$ cat config.mk
export PLATFORM = sky130hd
export DESIGN_NAME = inst_prefetch
export DESIGN_NICKNAME = d
export VERILOG_FILES = /design/src/rtl/inst_prefetch_pkg.sv /design/src/rtl/inst_prefetch_fetch_fifo.sv /design/src/rtl/inst_prefetch.sv
export SDC_FILE = /design/constraint.sdc
export NUM_CORES = 1
export LEC_CHECK = 0
export CAP_MARGIN = 10
export CORE_ASPECT_RATIO = 0.9
export CORE_MARGIN = 2
export CORE_UTILIZATION = 45
export CTS_BUF_LIST = sky130_fd_sc_hd__clkbuf_2 sky130_fd_sc_hd__clkbuf_4 sky130_fd_sc_hd__clkbuf_8
export DETAILED_ROUTE_END_ITERATION = 16
export PLACE_DENSITY = 0.65
export SLEW_MARGIN = 40
export SYNTH_ARGS = -nofsm -noshare
export SYNTH_HDL_FRONTEND = slang
export SYNTH_SLANG_ARGS = --single-unit
$ cat constraint.sdc
create_clock -name clk -period 4.5 [get_ports clk]
set_input_delay 0.45 -clock clk [delete_from_list [all_inputs] [get_ports clk]]
set_output_delay 0.45 -clock clk [all_outputs]
set_load 0.1 [all_outputs]
$ cat src/rtl/inst_prefetch_pkg.sv
// Shared types and helpers for the instruction prefetch unit.
package inst_prefetch_pkg;

  localparam int ADDR_W  = 32;
  localparam int INST_W  = 32;
  localparam int ENTRY_W = ADDR_W + INST_W;

  typedef enum logic [1:0] {
    PF_IDLE  = 2'd0,
    PF_REQ   = 2'd1,
    PF_DRAIN = 2'd2
  } pf_state_t;

  typedef struct packed {
    logic [ADDR_W-1:0] pc;
    logic [INST_W-1:0] inst;
  } pf_entry_t;

  function automatic logic [ADDR_W-1:0] word_align(input logic [ADDR_W-1:0] addr);
    return {addr[ADDR_W-1:2], 2'b00};
  endfunction

endpackage

$ cat src/rtl/inst_prefetch_fetch_fifo.sv
// Synchronous FIFO holding fetched {pc, inst} entries; head is read straight
// from the storage registers and reads as zero while empty.
module inst_prefetch_fetch_fifo
  import inst_prefetch_pkg::*;
#(
  parameter int DEPTH = 4
) (
  input  logic                     clk,
  input  logic                     rst,
  input  logic                     push,
  input  logic                     pop,
  input  logic                     clr,
  input  logic [ENTRY_W-1:0]       din,
  output logic [ENTRY_W-1:0]       dout,
  output logic                     full,
  output logic                     empty,
  output logic [$clog2(DEPTH):0]   count
);

  localparam int PW = $clog2(DEPTH);

  logic [ENTRY_W-1:0] mem [DEPTH];
  logic [PW-1:0]      wr_ptr;
  logic [PW-1:0]      rd_ptr;
  logic [PW:0]        cnt;
  logic               do_push;
  logic               do_pop;

  // clear dominates both push and pop in the same cycle
  assign do_push = push && !full && !clr;
  assign do_pop  = pop && !empty && !clr;

  always_ff @(posedge clk or negedge rst) begin
    if (!rst) begin
      wr_ptr <= '0;
      rd_ptr <= '0;
      cnt    <= '0;
    end else if (clr) begin
      wr_ptr <= '0;
      rd_ptr <= '0;
      cnt    <= '0;
    end else begin
      if (do_push) wr_ptr <= wr_ptr + PW'(1);
      if (do_pop)  rd_ptr <= rd_ptr + PW'(1);
      case ({do_push, do_pop})
        2'b10:   cnt <= cnt + (PW+1)'(1);
        2'b01:   cnt <= cnt - (PW+1)'(1);
        default: cnt <= cnt;
      endcase
    end
  end

  always_ff @(posedge clk) begin
    if (do_push) mem[wr_ptr] <= din;
  end

  assign full  = (cnt == (PW+1)'(DEPTH));
  assign empty = (cnt == '0);
  assign count = cnt;
  assign dout  = empty ? '0 : mem[rd_ptr];

endmodule

$ cat src/rtl/inst_prefetch.sv
// Instruction prefetch: keeps one sequential fetch outstanding to instruction
// memory and queues the returned words for the core; flush redirects fetch.
module inst_prefetch
  import inst_prefetch_pkg::*;
#(
  parameter int          DEPTH    = 4,
  parameter logic [31:0] RESET_PC = 32'h0000_0000
) (
  input  logic        clk,
  input  logic        rst,
  output logic        core_valid_o,
  input  logic        core_ready_i,
  output logic [31:0] core_pc_o,
  output logic [31:0] core_inst_o,
  input  logic        flush_i,
  input  logic [31:0] flush_pc_i,
  output logic        mem_req_o,
  output logic [31:0] mem_addr_o,
  input  logic        mem_ack_i,
  input  logic [31:0] mem_rdata_i
);

  localparam int CW = $clog2(DEPTH) + 1;

  pf_state_t   state, state_next;
  logic [31:0] fetch_pc, fetch_pc_next;
  logic [31:0] drain_addr, drain_addr_next;
  logic        push, pop, full, empty;
  logic [CW-1:0] count;
  logic [CW:0]   count_after;
  logic [ENTRY_W-1:0] head_raw;
  pf_entry_t   head, push_entry;

  assign pop         = core_valid_o && core_ready_i;
  assign push        = (state == PF_REQ) && mem_ack_i && !flush_i;
  assign count_after = {1'b0, count} + (CW+1)'(1) - (CW+1)'(pop);
  assign push_entry  = '{pc: fetch_pc, inst: mem_rdata_i};

  always_ff @(posedge clk or negedge rst) begin
    if (!rst) begin
      state      <= PF_IDLE;
      fetch_pc   <= RESET_PC;
      drain_addr <= '0;
    end else begin
      state      <= state_next;
      fetch_pc   <= fetch_pc_next;
      drain_addr <= drain_addr_next;
    end
  end

  always_comb begin
    state_next      = state;
    fetch_pc_next   = fetch_pc;
    drain_addr_next = drain_addr;
    mem_req_o       = 1'b0;
    mem_addr_o      = '0;
    case (state)
      PF_IDLE: begin
        // a pop this cycle frees a slot, so a full queue can restart at once
        if (flush_i)             fetch_pc_next = word_align(flush_pc_i);
        else if (!full || pop)   state_next    = PF_REQ;
      end
      PF_REQ: begin
        mem_req_o  = 1'b1;
        mem_addr_o = fetch_pc;
        if (mem_ack_i) begin
          if (flush_i) begin
            fetch_pc_next = word_align(flush_pc_i);
            state_next    = PF_IDLE;
          end else begin
            fetch_pc_next = fetch_pc + 32'd4;
            state_next    = (count_after < (CW+1)'(DEPTH)) ? PF_REQ : PF_IDLE;
          end
        end else if (flush_i) begin
          // request cannot be withdrawn: finish it at the old address, discard data
          drain_addr_next = fetch_pc;
          fetch_pc_next   = word_align(flush_pc_i);
          state_next      = PF_DRAIN;
        end
      end
      PF_DRAIN: begin
        mem_req_o  = 1'b1;
        mem_addr_o = drain_addr;
        if (flush_i)   fetch_pc_next = word_align(flush_pc_i);
        if (mem_ack_i) state_next    = PF_IDLE;
      end
      default: state_next = PF_IDLE;
    endcase
  end

  inst_prefetch_fetch_fifo #(.DEPTH(DEPTH)) u_fifo (
    .clk   (clk),
    .rst   (rst),
    .push  (push),
    .pop   (pop),
    .clr   (flush_i),
    .din   (push_entry),
    .dout  (head_raw),
    .full  (full),
    .empty (empty),
    .count (count)
  );

  assign head         = head_raw;
  assign core_valid_o = !empty;
  assign core_pc_o    = head.pc;
  assign core_inst_o  = head.inst;

endmodule

# Word level (Yosys, flattened, before mapping)
# Memories as Yosys holds them, arrays and structs flattened.
# Cells that the tools add are included.
[classes] order_cmp=1 n_bitwise=1 add_sub_neg=7 n_mux=23 mul=0 n_eq_ne=9 shifts=0 div=0 n_reduce_logical=21
[ops] op="32-bit one-hot mux with 2 select lines" count=2
[ops] op="32-bit two-way mux" count=3
[ops] op="64-bit two-way mux" count=1
[ops] op="32-bit by 3-bit adder with 32-bit output (second input constant)" count=1
[ops] op="2-bit two-way mux" count=9
[ops] op="1-bit logical AND" count=7
[ops] op="2-bit inequality test (second input constant)" count=3
[ops] op="2-bit one-hot mux with 3 select lines" count=1
[ops] op="3-bit one-hot mux with 2 select lines" count=1
[ops] op="2-bit nonzero test" count=3
[ops] op="1-bit two-way mux" count=5
[ops] op="2-bit by 1-bit adder with 2-bit output (second input constant)" count=2
[ops] op="3-bit by 1-bit adder with 4-bit output (second input constant)" count=1
[ops] op="2-bit by 1-bit == test with 1-bit output (second input constant)" count=2
[ops] op="2-bit == test (second input constant)" count=2
[ops] op="4-bit by 3-bit less-than comparator with 1-bit output (second input constant)" count=1
[ops] op="4-bit AND reduction" count=1
[ops] op="2-bit OR reduction" count=2
[ops] op="4-bit by 1-bit subtractor with 4-bit output" count=1
[ops] op="3-bit by 1-bit adder with 3-bit output (second input constant)" count=1
[ops] op="3-bit == test (second input constant)" count=1
[ops] op="1-bit logical NOT" count=3
[ops] op="3-bit logical NOT" count=1
[ops] op="3-bit two-way mux" count=1
[ops] op="7 further kinds" count=7
[word_totals] ff_bits=73 elab_cells=69 n_memories=1 romBits=0 latchBits=0 out_inout_bits=98 ramBits=256
[mem_list] name="u_fifo.mem" depth=4 width=64 rd=1 rd_clocked_by_memory_dff=0 write_ports=1 line_no="inst_prefetch_fetch_fifo.sv:22" rtl="logic [ENTRY_W-1:0] mem [DEPTH];"

# Longest topological paths before layout
# Gate-level depths: netlist of run 1.
[logic_depth] word_depth=9 ltp_mapped=11 mapped_depth_nobuf=9

# Modules after synthesis
# From an unflattened synthesis of run 1, not the netlist that was laid out.
[unflattened] cells_unflattened=882 area_unflattened_um2=14088.5
[modules_own_cells] mod="inst_prefetch_fetch_fifo" area_per_inst_um2=10229.8 n_inst=1 cells_per_inst=470
[modules_own_cells] mod="inst_prefetch" area_per_inst_um2=3858.7 n_inst=1 cells_per_inst=412

# Worst setup path before layout of run 1
# OpenSTA, ideal clock, no wires.
[synth_timing] kind="reg-to-output" startpoint="register state[0]" endpoint="output mem_addr_o[0]" arrival_time_ns=3.000 path_slack_ns=1.050 stages_incl_launch_ff=5 required_ns=4.050 path_cell_list="dfrtp_1 > inv_1 > ha_1 > clkbuf_1 > nor2b_1"
[synth_via] elab_chain_len=2 word_cells_on_any_way=3 cone_classes="2 x eq/ne; 1 x mux"
[synth_lines] element="start, declared" line_no="inst_prefetch.sv:25" rtl="pf_state_t state, state_next;"
[synth_lines] element="start signal, assigned" line_no="inst_prefetch.sv:45" rtl="state <= state_next;"
[synth_lines] element="2-bit == test / 2-bit by 1-bit == test with 1-bit output (equally long branches)" line_no="inst_prefetch.sv:57" rtl="case (state)"
[synth_lines] element="32-bit one-hot mux with 2 select lines (*)" line_no="inst_prefetch.sv:57"
[synth_lines] element="end, declared" line_no="inst_prefetch.sv:18" rtl="output logic [31:0] mem_addr_o,"
# Mark *: on every way between the ends. The rest lies on a longest branch, timed or not.

# Worst setup path in the final report of run 1
# Ends and elaborated chain as after synthesis.

==> results of run 1 <==
[per-stage QoR]
step,cells,util [%],hold WS [ps],area [sq um]
4_1_cts,1501,54.8,212,16800
3_3_place_gp,1401,51.9,328,16000
6_report,1501,54.8,253,16800
2_1_floorplan,866,-,154,14000
3_5_place_dp,1406,51.5,323,15800
5_1_grt,1501,54.8,256,16800
[per-layer routing]
layer	up-vias	wire length [um]	global-route usage, %
li1	3768	-	-
met1	4176	14200	28.2
met2	269	14300	30.7
met3	44	2170	3.65
met4	2	448	4.55
met5	-	11	0
[worst min path at each step]
stage,from,end,slack (ps)
global route,rst,drain_addr[14]$_DFFE_PN0P_,260
CTS,rst,drain_addr[14]$_DFFE_PN0P_,210
detailed placement,rst,drain_addr[14]$_DFFE_PN0P_,320
global placement,rst,drain_addr[14]$_DFFE_PN0P_,330
floorplan,rst,drain_addr[0]$_DFFE_PN0P_,150
finish,rst,drain_addr[14]$_DFFE_PN0P_,250
[worst register-to-register path, stage by stage, from the launching register on]
cell and delay, ps:
dfrtp_1 440, or3_2 800, buf_4 340, nand2_1 190, nor3_1 90, fa_1 440
nor3_1 200, nor3_1 70, a211oi_1 220
[state kept, by name, summed over array words and instances, names as in the netlist]
| signal | count |
|---|---|
| fetch_pc | 32 |
| u_fifo.wr_ptr | 2 |
| state | 2 |
| u_fifo.rd_ptr | 2 |
| drain_addr | 32 |
| u_fifo.count | 3 |
| u_fifo.mem | 256 |
[layout by cell type (no fill, tap or decap), drive strengths merged, types with 31 or more instances in the layout]
cell,netlist,routed
clkdlybuf4s50,0,65
buf,19,123
and2,70,70
nor2b,33,33
a22oi,41,41
edfxtp,256,256
dfrtp,73,73
clkbuf,38,76
mux4,64,64
mux2,31,31
[area by class of cell]
| class | count | share of cell area (%) |
|---|---|---|
| Multi-Input combinational cell | 471 | 25.2 |
| Tap cell | 409 | 3.04 |
| Inverter | 9 | 0.200 |
| Clock buffer | 76 | 5.43 |
| Sequential cell | 329 | 56.5 |
| Timing Repair Buffer | 189 | 9.13 |
| Clock inverter | 18 | 0.520 |
[report_power, final]
group	switching (mW)	internal, mW	total, mW	leakage [nW]
clock	1.12	1.30	2.43	0.539
sequential	0.391	3.72	4.11	3.20
combinational	4.16	1.43	5.59	2.27
total	5.68	6.45	12.1	6.01
[logic make-up (layout without fill, tap and decap cells)]
logic type,after synthesis,after routing,synth area share [%]
flops,329,329,67.8
xor+xnor,4,4,0.250
compound gates,131,131,6.23
mux,101,101,13.2
simple gates,225,225,9.56
fa+ha+maj,10,10,0.946
buf+inv,66,292,1.99
[timing repair]
action                    4_1_cts  5_1_grt
hold endpoints to repair        8        0
resized for setup               0        0
hold buffers                    1        0
==> results.py, run 1 <==
metrics = {
    "status": {
        "status": "finished, final reports clean",
    },
    "layout": {
        "drive_gt1_share_pct": 29.0,
        "seq_area_sq_um": 9520,
        "multiInputGateArea_sq_um": 4240,
        "fin_nets": 1131,
        "n_fill_cell": 2502,
        "syn_to_final_growth_pct": 20.1,
        "diodes": 0,
    },
    "synth": {
        "postSynthCellCount": 866,
        "synth_top_flop_cell": "edfxtp_1",
        "synth_edf_count": 256,
        "ys_top_cells_by_count": "edfxtp_1 (256), dfrtp_1 (73), and2_1 (70)",
        "yosys_warnings": 0,
        "synth_top_cell_area_share_pct": 54.8,
        "async_flop_share_pct": 22.2,
        "avgSynthCellArea_sq_um": 16.2,
        "yosysTopAreaCell": "edfxtp_1",
        "yosys-top-cells-area": "edfxtp_1 (55%), dfrtp_1 (13%), mux4_2 (10%), and2_1 (3.1%), mux2_2 (2.5%)",
        "yosysMostFrequentCell": "edfxtp_1",
        "ys_types": 58,
        "synth_seq_cells": 329,
        "yosysSeqAreaShare_pct": 67.8,
        "synth_area_sq_um": 14000,
        "syn-num-nets": 945,
    },
    "die": {
        "num_rows": 61,
        "start_util_pct": 45.6,
        "dieArea_sq_um": 32600,
        "core_area_sq_um": 30800,
        "die_w_um": 190,
        "ios": 167,
        "dieHeight_um": 171,
    },
    "sta": {
        "max_freq_mhz": 325,
        "setup_tns_ps": 0,
        "clock_skew_ps": 28.4,
        "worstMarginPinSlew_ps": 766,
        "postLayoutSetupSlackWorst_ps": 1430,
        "relSlewSlack_pct": 48.8,
        "period_needed_ps": 3070,
        "final-max-slew-violation-count": 0,
        "final-setup-viol-count": 0,
        "rsz0062_at_grt": "false",
        "hold_viol": 0,
        "finalCritPeriodShare_pct": 68.3,
    },
    "grt": {
        "track_usage_pct": 19.4,
        "antenna_found_initial": 1,
        "grt_pass1_wl_mm": 48.5,
        "grt_max_degree": 50,
        "grt_pass1_vias": 8421,
        "grt_overflow": 0,
    },
    "setup_path": {
        "cp-endpoint": "mem_addr_o[0]",
        "r2r-start": "u_fifo.count[0]$_DFFE_PN0P_",
        "cp-start-kind": "flop",
        "crit_chain": "inv_1 > ha_1 > buf_4 > a22oi_1 > nor2b_1 > buf_4",
        "slowest_delay_ps": 430,
        "critPathLaunch": "state[0]$_DFFE_PN0P_",
        "r2r_slack_ps": 1620,
        "reg2reg_depth": 8,
        "r2r-end": "u_fifo.count[2]$_DFFE_PN0P_",
        "crit_arrival_ps": 2620,
        "crit_slowest_cell": "dfrtp_1",
        "cp_common_cell": "buf_4",
        "cp.required_ps": 4050,
        "path_max_fanout": 26,
        "cp-end-kind": "output port",
        "critPathKind": "flop to output port",
        "worstSetupPathDepth": 6,
        "path_delay_family": "buffers and inverters",
        "critPathBufInv": 3,
    },
    "routing": {
        "wire_per_inst_um": 20.7,
        "wirelength_mm": 31.1,
        "firstDrtPassIters": 5,
        "vias": 8259,
        "drt_iter0_markers": 598,
        "drtAntennaViolNets": 0,
        "route.detailed.drc": 0,
        "vias_per_cell": 5.50,
    },
    "clocking": {
        "clk-insertion-delay-late_ps": 580,
        "path_clk_slew_ps": 60,
        "cts.sinks": 329,
        "cts_made_buffers": 52,
        "cts_max_level": 2,
        "cts_setup_buffers": 0,
        "clock_path_buffers": 3,
        "cts_tree": "yes",
        "clockRootBuffer": "clkbuf_8",
    },
    "pwr": {
        "leakagePower_nw": 6.01,
        "max-vdd-ir-drop_v": 0.000717,
        "total_power_mw": 12.1,
        "power.density_nw_per_um2": 720,
    },
    "placement": {
        "hpwlAfterDp_mm": 19.7,
        "routabilityCongestion": 0.837,
        "dp_worst_setup_slack_ps": 1600,
        "io_buffers": 164,
    },
    "hold_path": {
        "hold_path_class": "primary input to async pin",
    },
    "flow_run": {
        "drv_cap": 0,
    },
}
Power figures use the tool's default switching activity.
==> run 2, diff against run 1 <==
--- a/config.mk
+++ b/config.mk
@@ -11,7 +11,7 @@
 export CORE_UTILIZATION = 45
 export CTS_BUF_LIST = sky130_fd_sc_hd__clkbuf_2 sky130_fd_sc_hd__clkbuf_4 sky130_fd_sc_hd__clkbuf_8
 export DETAILED_ROUTE_END_ITERATION = 16
-export PLACE_DENSITY = 0.65
+export PLACE_DENSITY = 0.67
 export SLEW_MARGIN = 40
 export SYNTH_ARGS = -nofsm -noshare
 export SYNTH_HDL_FRONTEND = slang
==> constraint.sdc (replaced) <==
create_clock -name clk -period 2.56 [get_ports clk]
set_input_delay 0.256 -clock clk [delete_from_list [all_inputs] [get_ports clk]]
set_output_delay 0.256 -clock clk [all_outputs]
set_load 0.1 [all_outputs]
==> run 2 against run 1 <==
Clock power increased by 70%. Die area unchanged. Core utilization increased by 5.6 points. Global-route usage increased by 0.062 points. Highest routed layer is now met4. Sequential share of layout area decreased by 5.3 points. Largest cell class unchanged. Sequential power increased by 71%. Critical path depth decreased by 1. Worst hold slack improved by 1.9 ps.
==> results.py, run 2 (synthesized netlist as in run 1, its figures left out) <==
metrics = {
    "pwr": {
        "seqPwrFrac_pct": 29.3,
        "max-vdd-ir-drop_v": 0.00173,
        "power_frac_comb_pct": 53.5,
        "swShare_pct": 43.3,
        "p_int_mw": 13.6,
        "leakagePower_nw": 6.50,
        "clkPwrFrac_pct": 17.2,
        "switching_power_mw": 10.4,
        "power.density_nw_per_um2": 1290,
    },
    "grt": {
        "grt_overflow": 0,
        "antenna_found_initial": 0,
        "grt_pass1_vias": 8609,
        "grt_pass1_wl_mm": 48.7,
        "track_usage_pct": 19.5,
        "grt_max_degree": 67,
    },
    "routing": {
        "drtAntennaViolNets": 0,
        "firstDrtPassIters": 5,
        "drt_iter0_markers": 768,
        "vias": 8426,
        "wirelength_mm": 31.0,
        "route.detailed.drc": 0,
        "vias_per_cell": 5.54,
        "wire_per_inst_um": 20.4,
    },
    "setup_path": {
        "path_max_fanout": 6,
        "crit_arrival_ps": 2210,
        "cp.required_ps": 2300,
        "cp-end-kind": "output port",
        "cp-start-kind": "flop",
        "path_delay_family": "buffers and inverters",
        "crit_slowest_cell": "mux4_2",
        "critPathKind": "flop to output port",
        "r2r-start": "u_fifo.count[1]$_DFFE_PN0P_",
        "critPathBufInv": 3,
        "r2r_slack_ps": 340,
        "slowest_delay_ps": 510,
        "reg2reg_depth": 7,
        "crit_chain": "clkbuf_4 > buf_6 > mux4_2 > and2_1 > buf_12",
        "worstSetupPathDepth": 5,
        "r2r-end": "u_fifo.count[2]$_DFFE_PN0P_",
    },
    "die": {
        "num_rows": 61,
        "dieHeight_um": 171,
        "core_area_sq_um": 30800,
        "start_util_pct": 45.6,
        "ios": 167,
        "dieArea_sq_um": 32600,
        "die_w_um": 190,
    },
    "layout": {
        "fin_area_sq_um": 18600,
        "top_register": "u_fifo.mem",
        "stdcell_count": 1521,
        "layout_common_cells": "edfxtp_1 (256), buf_12 (113), dfrtp_1 (71), clkdlybuf4s50_1 (65), mux4_2 (64)",
        "diodes": 0,
        "n_fill_cell": 2324,
        "drive_gt1_share_pct": 34.1,
        "largest_register_ffs": 256,
        "syn_to_final_growth_pct": 32.5,
        "fin_nets": 1157,
        "layout_commonest_cell": "edfxtp_1",
        "reg_top3": "u_fifo.mem x256, drain_addr x32, fetch_pc x32",
    },
    "sta": {
        "worstMarginPinSlew_ps": 641,
        "relSlewSlack_pct": 56.9,
        "final-setup-viol-count": 0,
        "finalCritPeriodShare_pct": 96.5,
        "final-max-slew-violation-count": 0,
        "clock_skew_ps": 21.5,
        "hold_viol": 0,
        "max_freq_mhz": 405,
        "period_needed_ps": 2470,
    },
    "placement": {
        "routabilityCongestion": 0.815,
        "dp.cells": 1428,
        "hpwlAfterDp_mm": 20.0,
        "place_area_sq_um": 17500,
        "io_buffers": 164,
    },
    "clocking": {
        "path_clk_slew_ps": 60,
        "cts_max_level": 2,
        "cts_tree": "yes",
        "clock_path_buffers": 3,
        "cts.sinks": 329,
        "clk-insertion-delay-late_ps": 570,
        "cts_made_buffers": 50,
        "clockRootBuffer": "clkbuf_8",
    },
    "hold_path": {
        "hold_path_class": "primary input to async pin",
    },
    "flow_run": {
        "drv_cap": 0,
    },
    "status": {
        "status": "finished, final reports clean",
    },
}
==> run 2: changes by cell type in the layout (fill, tap and decap cells not counted), moves of 7 or more <==
cell,change
buf_12,+107
buf_2,-47
buf_4,-37
clkinv_1,-7
nor2b_1,-32
nor2b_2,+32
==> run 2: worst max path at each step <==
stage,startpoint,endpoint,slack (ps)
after floorplan,state[1]$_DFFE_PN0P_,u_fifo.mem[0][0]$_DFFE_PP_,-180
after global placement,mem_ack_i,u_fifo.count[2]$_DFFE_PN0P_,290
after detailed placement,flush_i,fetch_pc[28]$_DFFE_PN0P_,250
after CTS,u_fifo.rd_ptr[0]$_DFFE_PN0P_,core_inst_o[24],3
after global routing,u_fifo.rd_ptr[0]$_DFFE_PN0P_,core_pc_o[10],-4
final,u_fifo.rd_ptr[0]$_DFFE_PN0P_,core_pc_o[7],90
==> run 2: routing by layer <==
metal	part of all wire [%]	GRT usage [%]
met1	46	28.8
met2	45	29.5
met3	6.9	3.84
met4	2.3	6.03
met5	0	0
==> run 2: power groups by stage <==
stage / logic [mW] / clock network [mW] / registers (mW)
after CTS: 12.8 / 4.23 / 7.07
final: 12.8 / 4.13 / 7.04
after detailed placement: 12.6 / 0 / 7.22
after global placement: 12.6 / 0 / 7.17
after global routing: 13.4 / 4.45 / 7.12
after floorplan: 8.28 / 0 / 7.00
==> run 2: repair_timing <==
item	in CTS	in global routing
hold buffers	1	0
buffers inserted	4	2
endpoints found under the setup margin	64	63
gates resized for setup	6	4
endpoints found under the hold margin	24	0
cloned	0	0
==> run 2: through the flow <==
step                      setup slack, ps  hold WS [ps]  power [mW]  setup TNS, ps  util (%)
after floorplan                      -177         -39.6        15.3         -50740         -
after global placement                288           300        19.8              0      56.9
after detailed placement              248           299        19.9              0      56.9
after CTS                            3.49           240        24.1              0      60.3
after global routing                -4.11           295        25.0          -4.11      60.4
final                                89.7           255        24.0              0      60.4
==> run 2: cell type report <==
| class | instances | area [sq um] | area share [%] |
|---|---|---|---|
| sequential | 329 | 9520 | 51.2 |
| inverter | 9 | 33.8 | 0.182 |
| clock buffer | 76 | 902 | 4.86 |
| multi-input combinational | 471 | 4330 | 23.3 |
| tap | 409 | 512 | 2.75 |
| clock inverter | 10 | 57.6 | 0.310 |
| timing repair buffer | 217 | 3220 | 17.4 |
==> run 2: worst reg2reg max path, cell delays in order (launching register included) <==
cell and delay [ps]:
dfrtp_1 430, or3_2 520, nand2_1 210, nor3_1 100, fa_1 420, nor3_1 200
nor3_1 70, a211oi_1 200
